$ cat src/rtl/sqrt_arb_pkg.sv
// rtl/sqrt_arb_pkg.sv - shared constants and FSM state type for the SquareRoot arbiter
package sqrt_arb_pkg;
    localparam int DATA_W      = 18;
    localparam int DEF_TIMEOUT = 31;

    typedef enum logic [2:0] {
        IDLE,
        ISSUE,
        SKIP,
        WAIT,
        RESP
    } state_t;
endpackage

$ cat src/rtl/sqrt_arbiter_rr_pick.sv
// rtl/sqrt_arbiter_rr_pick.sv - combinational round-robin winner select starting at ptr
module rr_pick #(
    parameter int NUM_REQ = 4,
    parameter int IDX_W   = 2
) (
    input  logic [NUM_REQ-1:0] req,
    input  logic [IDX_W-1:0]   ptr,
    output logic [NUM_REQ-1:0] grant,
    output logic [IDX_W-1:0]   idx,
    output logic               valid
);
    logic [IDX_W:0] cand;

    always_comb begin
        grant = '0;
        idx   = '0;
        valid = 1'b0;
        cand  = '0;
        // Scan farthest-first so the request nearest to ptr overwrites the others.
        for (int k = NUM_REQ - 1; k >= 0; k--) begin
            cand = {1'b0, ptr} + (IDX_W+1)'(k);
            if (cand >= (IDX_W+1)'(NUM_REQ)) begin
                cand = cand - (IDX_W+1)'(NUM_REQ);
            end
            if (req[cand[IDX_W-1:0]]) begin
                idx   = cand[IDX_W-1:0];
                valid = 1'b1;
            end
        end
        if (valid) begin
            grant[idx] = 1'b1;
        end
    end
endmodule

$ cat src/rtl/sqrt_arbiter.sv
// rtl/sqrt_arbiter.sv - round-robin sharing of one SquareRoot unit among NUM_REQ requesters
module sqrt_arbiter
    import sqrt_arb_pkg::*;
#(
    parameter int NUM_REQ = 4,
    parameter int TIMEOUT = DEF_TIMEOUT
) (
    input  logic                      clk,
    input  logic                      rst_n,
    input  logic [NUM_REQ-1:0]        req,
    input  logic [NUM_REQ*DATA_W-1:0] req_data,
    output logic [NUM_REQ-1:0]        ack,
    output logic [NUM_REQ-1:0]        resp_valid,
    output logic [DATA_W-1:0]         resp_data,
    output logic                      resp_err,
    output logic                      sq_cs,
    output logic                      sq_we,
    output logic [DATA_W-1:0]         sq_di,
    input  logic [DATA_W-1:0]         sq_do,
    input  logic                      sq_done
);
    localparam int IDX_W = $clog2(NUM_REQ);
    localparam int TMR_W = $clog2(TIMEOUT + 1);

    state_t             state;
    logic [1:0]         rst_sync;
    logic [IDX_W-1:0]   ptr;
    logic [IDX_W-1:0]   gidx;
    logic [TMR_W-1:0]   timer;

    logic [NUM_REQ-1:0] pick_grant;
    logic [IDX_W-1:0]   pick_idx;
    logic               pick_valid;
    logic [DATA_W-1:0]  pick_data;

    rr_pick #(
        .NUM_REQ (NUM_REQ),
        .IDX_W   (IDX_W)
    ) u_pick (
        .req   (req),
        .ptr   (ptr),
        .grant (pick_grant),
        .idx   (pick_idx),
        .valid (pick_valid)
    );

    assign pick_data = req_data[pick_idx*DATA_W +: DATA_W];

    always_ff @(posedge clk or negedge rst_n) begin
        if (!rst_n) begin
            state      <= IDLE;
            rst_sync   <= 2'b00;
            ptr        <= '0;
            gidx       <= '0;
            timer      <= '0;
            ack        <= '0;
            resp_valid <= '0;
            resp_data  <= '0;
            resp_err   <= 1'b0;
            sq_cs      <= 1'b0;
            sq_we      <= 1'b0;
            sq_di      <= '0;
        end else begin
            rst_sync   <= {rst_sync[0], 1'b1};
            ack        <= '0;
            resp_valid <= '0;
            resp_data  <= '0;
            resp_err   <= 1'b0;
            sq_cs      <= 1'b0;
            sq_we      <= 1'b0;
            sq_di      <= '0;
            // The FSM stays parked until the released reset has crossed both sync flops.
            if (rst_sync[1]) begin
                case (state)
                    IDLE: begin
                        if (pick_valid) begin
                            gidx  <= pick_idx;
                            ack   <= pick_grant;
                            sq_cs <= 1'b1;
                            sq_we <= 1'b1;
                            sq_di <= pick_data;
                            state <= ISSUE;
                        end
                    end
                    ISSUE: state <= SKIP;
                    SKIP: begin
                        timer <= '0;
                        state <= WAIT;
                    end
                    WAIT: begin
                        if (sq_done) begin
                            resp_valid <= NUM_REQ'(1) << gidx;
                            resp_data  <= sq_do;
                            state      <= RESP;
                        end else if (timer == TMR_W'(TIMEOUT)) begin
                            resp_valid <= NUM_REQ'(1) << gidx;
                            resp_err   <= 1'b1;
                            state      <= RESP;
                        end else begin
                            timer <= timer + 1'b1;
                        end
                    end
                    RESP: begin
                        ptr   <= (gidx == IDX_W'(NUM_REQ - 1)) ? '0 : gidx + 1'b1;
                        state <= IDLE;
                    end
                    default: state <= IDLE;
                endcase
            end
        end
    end
endmodule

$ cat config.mk
export PLATFORM = sky130hd
export DESIGN_NAME = sqrt_arbiter
export DESIGN_NICKNAME = d
export VERILOG_FILES = /design/src/rtl/sqrt_arb_pkg.sv /design/src/rtl/sqrt_arbiter_rr_pick.sv /design/src/rtl/sqrt_arbiter.sv
export SDC_FILE = /design/constraint.sdc
export NUM_CORES = 1
export LEC_CHECK = 0
export CORE_ASPECT_RATIO = 1.25
export CORE_MARGIN = 3
export CORE_UTILIZATION = 39
export CTS_CLUSTER_DIAMETER = 100
export DETAILED_ROUTE_END_ITERATION = 6
export GPL_TIMING_DRIVEN = 1
export PLACE_DENSITY = 0.92
export RECOVER_POWER = 100
export SYNTH_ARGS = -nofsm -noshare
export SYNTH_HDL_FRONTEND = slang
export SYNTH_SLANG_ARGS = --single-unit
$ cat constraint.sdc
create_clock -name clk -period 2.5 [get_ports clk]
set_input_delay 0.375 -clock clk [delete_from_list [all_inputs] [get_ports clk]]
set_output_delay 0.375 -clock clk [all_outputs]
set_load 0.02 [all_outputs]
### After elaboration in Yosys (flattened, before gate mapping)

Index checks and enable logic that the tools add are counted.

* output and inout port bits: 47
* input bits: 97
* register bits: 60

* $mul: 1
* multiplexer cells: 50
* reduce and logical (&&, ||, !) cells: 7
* $add $sub $neg: 9
* magnitude comparators: 10
* shifts and indexed selects: 2
* equality and inequality tests: 10

Operator list (count)
* $mux W18: 6
* $shiftx A72 B8 Y18: 1
* $mux W4: 7
* $mux W2: 9
* $mux W1: 16
* $lt A2 B3 Y1 const B: 5
* $pmux W3 S4: 1
* $mux W5: 2
* $pmux W5 S2: 1
* $ge A3 B3 Y1 const B: 3
* $mux W3: 3
* $bmux W1 S2: 4
* $sub A2 B1 Y2 const B: 4
* $add A2 B2 Y3 const B: 2
* $eq A3 B2 Y1 const B: 2
* $mul A2 B4 Y6 const B: 1
* $ne A2 B2 Y1 const B: 3
* $reduce_and A3 Y1: 2
* $add A5 B1 Y5 const B: 1
* $eq A5 B5 Y1 const B: 1
* $reduce_and A4 Y1: 1
* $shl A1 B2 Y4 const A: 1
* $add A2 B1 Y3 const B: 1
* $eq A3 B1 Y1 const B: 1
* 11 further kinds: 11

### Longest topological paths before layout

Gate-level depths: netlist (run 1).

* word-level depth: 16
* mapped depth: 9

### Hierarchy

From an unflattened synthesis (run 1), not the netlist that was laid out.

* cell total of the unflattened synthesis: 224
* area, all modules: 2897.8 µm²

By module, submodules not included
* sqrt_arbiter: cells an instance 191, instances 1, sequential area each 1501.4 µm², area an instance 2686.3 µm²
* rr_pick: cells an instance 33, instances 1, sequential area each 0.0 µm², area an instance 211.5 µm²

### Worst setup path before layout (run 1)

Ideal clock, no wire load.

* path type: register to register
* start: register timer[0]
* end: register timer[0]
* setup slack: 0.719 ns
* arrival: 1.653 ns
* period minus slack after synthesis: 1.781 ns
* required time: 2.373 ns
* stages on the path, launching flop included: 8
* setup time: 0.127 ns
* path through: dfrtp_1 > ha_1 > and3_1 > ha_1 > o21ai_0 > and3_1 > buf_4 > mux2_1

* cells in the longest elaborated chain, start to end: 4
* elaborated cells between the ends (all ways): 7
* classes of those cells: add/sub (1); eq/ne (2); mux (3); reduce/logical (1)

Ends and longest elaborated chain
* start: declaration: line sqrt_arbiter.sv:29 `logic [TMR_W-1:0] timer;`
* start signal: assignment: line sqrt_arbiter.sv:100 `timer <= timer + 1'b1;`
* $add A5 B1 Y5: line sqrt_arbiter.sv:100
* $mux W5: line sqrt_arbiter.sv:95 `end else if (timer == TMR_W'(TIMEOUT)) begin`
* $mux W5: line sqrt_arbiter.sv:91 `if (sq_done) begin`
* $pmux W5 S2: line sqrt_arbiter.sv:74 `case (state)`

Several ways; a longest one is shown, not always the timed one. The select of a mux whose other input is x is not followed.
A chain may end at the register's enable or synchronous reset.

### Worst setup path after layout (run 1)

* start: input req[3]
* end: register sq_di[10]

* cells in the longest elaborated chain, start to end: 11
* elaborated cells between the ends (all ways): 21
* classes of those cells: mul (1); shift (1); mux (19)

Ends and longest elaborated chain
* start: declaration: line sqrt_arbiter.sv:10 `input logic [NUM_REQ-1:0] req,`
* $bmux W1 S2: line sqrt_arbiter_rr_pick.sv:25 `if (req[cand[IDX_W-1:0]]) begin`
* $mux W1 (implied by the code): line sqrt_arbiter_rr_pick.sv:25
* $mux W2 (4 in series): line sqrt_arbiter_rr_pick.sv:25
* $mul A2 B4 Y6: line sqrt_arbiter.sv:47 `assign pick_data = req_data[pick_idx*DATA_W +: DATA_W];`
* $shiftx A72 B8 Y18: line sqrt_arbiter.sv:47
* $mux W18 (*): line sqrt_arbiter.sv:76 `if (pick_valid) begin`
* $mux W18 (*): line sqrt_arbiter.sv:74
* $mux W18 (*): line sqrt_arbiter.sv:73 `if (rst_sync[1]) begin`
* end signal: assignment: line sqrt_arbiter.sv:81 `sq_di <= pick_data;`
* end: declaration: line sqrt_arbiter.sv:18 `output logic [DATA_W-1:0] sq_di,`

Every way passes the cells marked *; elsewhere a longest branch is shown, timed or not. The select of a mux whose other input is x is not followed.

==> metrics.csv, run 1 <==
stage,metric,value,unit
place,dpl ws,0.250,ns
detailed_routing,Iter 0 DRT Violations,64,
grt,met2 Resource Use GR,31.7,%
finish,FILL cells,519,
floorplanning,CORE AREA,0.00665,sq mm
grt,grt met1 use,18.7,%
clocking,Worst-Skew Late Latency,0.32,ns
clocking,cts repair resizes,0,
critical_path,Worst path max stage delay,0.61,ns
timing,clock period minus worst slack,2.14,ns
logic_synthesis,Yosys top cell area share,55.2,%
power,Pwr per Cell Area,685,mW/mm^2
critical_path,critical path endpoint category,flip-flop,
logic_synthesis,Seq cells post-synth,60,
timing,# setup viols final,0,
grt,global-route usage over all layers,17.8,%
detailed_routing,final wirelength,6780,um
detailed_routing,Routed Antenna Nets,0,
timing,"Hold Violations, Final",0,
timing,unrepaired setup endpoints after global routing,false,
critical_path,cell family with most CP delay,buffers and inverters,
finish,Layout Utilization,65.4,%
timing,f_max,0.468,GHz
logic_synthesis,Area contributors post-synth,"dfrtp_1, mux2i_1, and2_1, o22ai_1, ha_1",
finish,share of layout cells above drive strength 1,6.42,%
critical_path,critical path class,in2reg,
timing,Setup TNS,0,ns
timing,clk_skew,0.0101,ns
finish,final non-filler cell total,461,
power,Worst IR Drop VDD,0.359,mV
timing,Tcrit/Tclk final,85.5,%
finish,Inserted Diodes,0,
grt,largest net degree at the start of global routing,34,
grt,Overflow after GRT,0,
critical_path,"Req. time, crit path",2.67,ns
logic_synthesis,Synth Net Count,326,
finish,nets@finish,473,
finish,area of the multi-input gates,0.00104,sq mm
critical_path,Setup crit start kind,input pin,
grt,global-route wire length before repair,10900,um
status,violated checks,"max-capacitance violations, max-slew violations",
clocking,CTS tree,done,
place,DP Cell Count,446,
place,GPL Wtd Cong,0.765,
run,max_cap viols,1,
timing,Slew Limit Fails,28,
clocking,post-CTS setup buffer count,0,
floorplanning,Initial Util,40.9,%
finish,FF+latch area,0.00150,sq mm
logic_synthesis,post-synth top area cell,dfrtp_1,
critical_path,crit path max-delay cell type,nor4_1,
logic_synthesis,syn_area_per_cell,12.2,sq um
status,outcome,"complete, but fails checks",
clocking,CTS Buffer Depth,2,
detailed_routing,total number of vias,2237,
detailed_routing,WL/cell,14.7,um
grt,vias in the first global route,2359,
timing,post-route setup slack,0.363,ns
clocking,H-tree depth,3,
critical_path,WP data arrival,2.31,ns
timing,Fin Hold WS,0.360,ns
place,DP HPWL,5420,um
critical_path,"Critical Path, Cell by Cell",clkdlybuf4s50_1 -> nor4_1 -> nor4_4 -> nand2_1 -> clkbuf_1 -> o22ai_1,
floorplanning,die width,80.7,um
critical_path,Worst Path Max Fanout,12,
worst_hold_path,Worst Hold Class,reg2reg,
critical_path,"Buf+Inv Stages, Crit Path",2,
logic_synthesis,Syn. warnings,0,
logic_synthesis,Cell variety after synth,37,
clocking,Hold Buf Count CTS,0,
detailed_routing,number of remaining DRC errors,0,
floorplanning,cell row count,33,
floorplanning,die area,0.00802,sq mm
detailed_routing,TritonRoute pass-1 iters,4,
detailed_routing,vias per cell,4.85,
finish,synth-to-layout area growth,60.0,%
clocking,Clock Sinks,60,
clocking,Num CTS Buffers,9,
logic_synthesis,post-synthesis sequential area ratio,55.2,%
floorplanning,# IOs,144,
clocking,clock-pin slew on the worst setup and hold paths,0.06,ns
timing,Worst Tran Pin Value,1.63,ns
power,Leak Pwr,2.09,nW
place,I/O Buffers,143,
clocking,clk root buf,clkbuf_8,
logic_synthesis,Syn Std Cell Area,0.00272,sq mm
grt,initial antenna violation count,0,
floorplanning,Die Height,99.4,um
grt,grt met3 use,5.62,%
timing,Worst slew margin,-8.39,%
grt,Most Crowded Layer GR,met2,
logic_synthesis,Cells after Synth,223,
-- placed cells by master (no fill, tap or decap), types with 2 or more instances in the layout --
cell type,netlist,final
and2_1,22,10
buf_12,2,2
dlygate4sd3_1,0,47
o22ai_1,19,19
clkinv_2,0,2
nor3b_1,2,2
nor2_1,10,11
nand2_1,7,7
xor2_1,2,2
clkdlybuf4s50_1,0,95
clkbuf_8,0,11
ha_1,6,6
buf_4,2,2
a21oi_1,6,7
clkbuf_1,0,2
clkinvlp_4,0,2
and2_0,0,12
dfrtp_1,60,60
mux2_2,2,2
nand2b_1,3,4
nand3_1,2,2
mux2i_1,36,36
o21ai_0,5,5
inv_1,8,8
a21o_1,2,2
and3_1,3,3
-- path summary, 6_finish.rpt --
kind	depth (start not counted)	slack, ns	endpoint	start
worst min register to register	0	0.36	rst_sync[1]$_DFF_PN0_	rst_sync[0]$_DFF_PN0_
min in group asynchronous	1	0.45	timer[1]$_DFFE_PN0P_	rst_n
worst max-delay path	6	0.36	sq_di[10]$_DFF_PN0_	req[3]
worst max register to register	8	0.53	timer[3]$_DFFE_PN0P_	timer[0]$_DFFE_PN0P_
max in group asynchronous	1	1.09	sq_di[16]$_DFF_PN0_	rst_n
worst min-delay path	0	0.36	rst_sync[1]$_DFF_PN0_	rst_sync[0]$_DFF_PN0_
-- layout make-up --
type                            instances  share of cell area (%)
Multi-Input combinational cell        142                    24.0
Sequential cell                        60                    34.5
Tap cell                               87                    2.50
Timing Repair Buffer                  149                    34.2
Inverter                                8                   0.690
Clock inverter                          4                   0.575
Clock buffer                           11                    3.48
-- synth_stat cells, drive strengths merged --
| master | instances |
|---|---|
| dfrtp | 60 |
| mux2i | 36 |
| and2 | 22 |
| o22ai | 19 |
| buf | 13 |
| nor2 | 11 |
| inv | 8 |
| a21oi | 7 |
| nand2 | 7 |
| ha | 6 |
| o21ai | 5 |
| nand2b | 4 |
| and3 | 3 |
| mux2 | 3 |
| a21o | 2 |
| nand3 | 2 |
| nor2b | 2 |
| nor3b | 2 |
| nor4 | 2 |
| xor2 | 2 |
| a211oi | 1 |
| conb | 1 |
| nand4 | 1 |
| nor3 | 1 |
| o21bai | 1 |
| o22a | 1 |
| o2bb2ai | 1 |
-- registers in the layout, indices dropped and copies added, names as in the netlist --
name	cells
state	3
resp_data	18
sq_we	1
resp_valid	4
timer	5
ack	4
sq_di	18
ptr	2
gidx	2
rst_sync	2
resp_err	1
-- routing by layer --
| metal | wire length [um] | vias up | share of wire [%] |
|---|---|---|---|
| met2 | 3630 | 106 | 54 |
| met4 | 175 | 0 | 2.6 |
| met3 | 594 | 14 | 8.8 |
| li1 | - | 1059 | - |
| met5 | 0 | - | 0 |
| met1 | 2380 | 1058 | 35 |
-- stage by stage --
step	total power [mW]	area, sq um
6_report	2.98	4350
2_1_floorplan	1.90	2720
3_3_place_gp	2.27	4220
5_1_grt	3.17	4350
4_1_cts	3.08	4390
3_5_place_dp	2.31	4220
-- logic make-up (layout without fill, tap and decap cells) --
| kind of cell | after synthesis | count (layout) | share of synthesized area (%) |
|---|---|---|---|
| mux | 39 | 39 | 14.5 |
| other cells | 1 | 1 | 0.138 |
| compound gates | 37 | 37 | 8.47 |
| fa+ha+maj | 6 | 6 | 2.76 |
| xor+xnor | 2 | 2 | 0.644 |
| simple gates | 57 | 57 | 12.7 |
| flops | 60 | 60 | 55.2 |
| buf+inv | 21 | 172 | 5.61 |
-- report_power, final --
group | internal [mW] | switching [mW]
clock network | 0.404 | 0.355
logic | 0.512 | 0.489
registers | 1.11 | 0.106
Power figures use the tool's default switching activity.
==> run 2: changes to the inputs <==
--- a/config.mk
+++ b/config.mk
@@ -9,6 +9,7 @@
 export CORE_MARGIN = 3
 export CORE_UTILIZATION = 39
 export CTS_CLUSTER_DIAMETER = 100
+export CTS_CLUSTER_SIZE = 24
 export DETAILED_ROUTE_END_ITERATION = 6
 export GPL_TIMING_DRIVEN = 1
 export PLACE_DENSITY = 0.92
==> results of run 2 <==
Same layout as run 1: the final DEF is identical, and so are final timing and power.
==> run 3: changes to the inputs <==
--- a/config.mk
+++ b/config.mk
@@ -5,15 +5,17 @@
 export SDC_FILE = /design/constraint.sdc
 export NUM_CORES = 1
 export LEC_CHECK = 0
+export ABC_AREA = 1
 export CORE_ASPECT_RATIO = 1.25
 export CORE_MARGIN = 3
-export CORE_UTILIZATION = 39
-export CTS_CLUSTER_DIAMETER = 100
+export CORE_UTILIZATION = 41
+export CTS_CLUSTER_DIAMETER = 200
 export CTS_CLUSTER_SIZE = 24
 export DETAILED_ROUTE_END_ITERATION = 6
 export GPL_TIMING_DRIVEN = 1
 export PLACE_DENSITY = 0.92
 export RECOVER_POWER = 100
+export SLEW_MARGIN = 20
 export SYNTH_ARGS = -nofsm -noshare
 export SYNTH_HDL_FRONTEND = slang
 export SYNTH_SLANG_ARGS = --single-unit
==> metrics.csv, run 3 <==
stage,metric,value,unit
logic_synthesis,commonest cells in the netlist,"nand2_1, dfrtp_1, nand3_1",
detailed_routing,vias per cell,4.89,
place,DP Cell Count,629,
floorplanning,CORE AREA,0.00710,sq mm
logic_synthesis,Syn. warnings,0,
grt,initial antenna violation count,0,
timing,Worst slew margin,-13.5,%
floorplanning,Initial Util,43.2,%
worst_hold_path,Worst Hold Class,reg2reg,
grt,global-route wire length before repair,13700,um
logic_synthesis,Synth Net Count,508,
grt,Overflow after GRT,0,
clocking,CTS Buffer Depth,2,
critical_path,critical path endpoint category,flip-flop,
floorplanning,Die Height,103,um
place,DP HPWL,6730,um
place,I/O Buffers,143,
critical_path,Worst Path Max Fanout,6,
clocking,clk root buf,clkbuf_8,
power,Leak Pwr,2.54,nW
floorplanning,# IOs,144,
critical_path,Setup crit start kind,flip-flop,
finish,final non-filler cell total,645,
logic_synthesis,Post-synth EDFFs,0,
run,max_cap viols,1,
logic_synthesis,Area contributors post-synth,"dfrtp_1, nand2_1, nand3_1, inv_1, nor2_1",
detailed_routing,Routed Antenna Nets,0,
logic_synthesis,post-synthesis sequential area ratio,48.9,%
logic_synthesis,top_reg_cell synth,dfrtp_1,
place,GPL Wtd Cong,0.814,
logic_synthesis,Seq cells post-synth,60,
detailed_routing,total number of vias,3152,
detailed_routing,number of remaining DRC errors,0,
clocking,Worst-Skew Late Latency,0.33,ns
timing,# setup viols final,0,
clocking,Hold Buf Count CTS,0,
logic_synthesis,Yosys top cell area share,48.9,%
timing,Slew Limit Fails,33,
floorplanning,cell row count,34,
timing,Tcrit/Tclk final,87.5,%
finish,"commonest non-fill, non-tap cells in the layout","nand2_1, clkdlybuf4s50_1, dfrtp_1, dlygate4sd3_1, nand3_1",
timing,Setup TNS,0,ns
clocking,Clock Sinks,60,
detailed_routing,TritonRoute pass-1 iters,5,
logic_synthesis,Cells after Synth,405,
logic_synthesis,Cell variety after synth,31,
detailed_routing,Iter 0 DRT Violations,153,
logic_synthesis,async set or reset register ratio after synthesis,100,%
grt,vias in the first global route,3070,
logic_synthesis,post-synth top area cell,dfrtp_1,
status,violated checks,"max-capacitance violations, max-slew violations",
finish,Largest regs,"resp_data (18), sq_di (18), timer (5)",
logic_synthesis,syn_area_per_cell,7.58,sq um
finish,Inserted Diodes,0,
detailed_routing,final wirelength,8590,um
floorplanning,die area,0.00857,sq mm
finish,"most common cell after layout, fill and taps aside",nand2_1,
timing,Worst Tran Pin Value,1.70,ns
clocking,clock-pin slew on the worst setup and hold paths,0.07,ns
finish,nets@finish,653,
timing,clock period minus worst slack,2.19,ns
finish,share of layout cells above drive strength 1,6.31,%
clocking,CTS tree,done,
critical_path,critical path class,reg2reg,
clocking,cts repair resizes,0,
grt,global-route usage over all layers,20.2,%
timing,clk_skew,0.00983,ns
clocking,post-CTS setup buffer count,0,
logic_synthesis,"count leader, synth",nand2_1,
timing,"Hold Violations, Final",0,
timing,f_max,0.457,GHz
finish,synth-to-layout area growth,55.8,%
critical_path,Reg2Reg Setup Slack,0.31,ns
critical_path,WP data arrival,2.44,ns
logic_synthesis,Syn Std Cell Area,0.00307,sq mm
critical_path,"Critical Path, Cell by Cell",ha_1 -> inv_1 -> nor3_1 -> ha_1 -> nand2_1 -> nand4_1 -> nor2_1 -> inv_1 -> o21ai_0 -> o21ai_0 -> a31oi_1,
finish,FILL cells,583,
detailed_routing,WL/cell,13.3,um
clocking,H-tree depth,3,
critical_path,Worst path max stage delay,0.41,ns
timing,unrepaired setup endpoints after global routing,false,
clocking,Num CTS Buffers,9,
floorplanning,die width,83.4,um
status,outcome,"complete, but fails checks",
power,Worst IR Drop VDD,0.806,mV
critical_path,crit path max-delay cell type,dfrtp_1,
grt,largest net degree at the start of global routing,37,
power,Pwr per Cell Area,998,mW/mm^2
critical_path,"Req. time, crit path",2.75,ns
==> run 3: per-stage QoR <==
step	utilization, %	hold WS [ns]	area, sq um	worst slack (ns)	total power, mW
finish	67.3	0.360	4780	0.313	4.77
floorplan	-	0.0794	3070	0.685	3.13
CTS	67.5	0.116	4800	0.213	4.87
global route	67.3	0.370	4780	0.0543	5.18
detailed placement	64.7	0.350	4600	0.169	3.99
global placement	64.7	0.332	4600	0.239	3.89
==> run 3: logic make-up (layout without fill, tap and decap cells) <==
family                     count (synthesis)  after routing  share of synthesized area (%)
AOI/OAI and AO/OA                         35             35                           6.28
xor gates and xnor gates                   1              1                          0.285
and+or+nand+nor                          237            237                           32.7
DFF                                       60             60                           48.9
other                                      1              1                          0.122
adders and majority gates                  6              6                           2.45
buffers and inverters                     65            215                           9.25
==> run 3: worst paths after layout <==
| kind | cells after the start | end | start |
|---|---|---|---|
| setup / recovery | 11 | timer[2]$_DFFE_PN0P_ | timer[0]$_DFFE_PN0P_ |
| hold / removal | 0 | rst_sync[1]$_DFF_PN0_ | rst_sync[0]$_DFF_PN0_ |
| setup reg to reg | 11 | timer[2]$_DFFE_PN0P_ | timer[0]$_DFFE_PN0P_ |
| hold reg to reg | 0 | rst_sync[1]$_DFF_PN0_ | rst_sync[0]$_DFF_PN0_ |
| max in group asynchronous | 2 | resp_data[17]$_DFF_PN0_ | rst_n |
| min in group asynchronous | 1 | timer[1]$_DFFE_PN0P_ | rst_n |
==> run 3: routing by layer <==
layer  wire length, um  part of all wire (%)  up-vias  GRT usage [%]
li1                  -                     -     1547              -
met1              3170                    37     1438           21.2
met2              4640                    54      151           39.1
met3               626                   7.3       16           4.48
met4               149                   1.7        0           8.30
met5                 0                     0        -              0
==> run 3: power by group <==
| group | leakage, nW | switching [mW] | internal (mW) |
|---|---|---|---|
| clock | 0.0983 | 0.385 | 0.485 |
| combinational | 1.63 | 1.64 | 0.980 |
| sequential | 0.814 | 0.126 | 1.16 |
==> run 3: final cells by class <==
class / count / area [sq um] / area share, %
clock buffers: 10 / 138 / 2.88
clock inverters: 6 / 63.8 / 1.33
repair buffers: 153 / 1520 / 31.7
multi-input cells: 280 / 1280 / 26.7
inverters: 46 / 173 / 3.61
well taps: 90 / 113 / 2.36
flip-flops and latches: 60 / 1500 / 31.4
==> run 3: worst max-delay path: cells and delay by family (launching register included) <==
family	cells	cell delay, ns
buf+inv	2	0.23
fa+ha+maj	2	0.43
simple gates	4	0.55
compound gates	3	0.47
flops	1	0.41
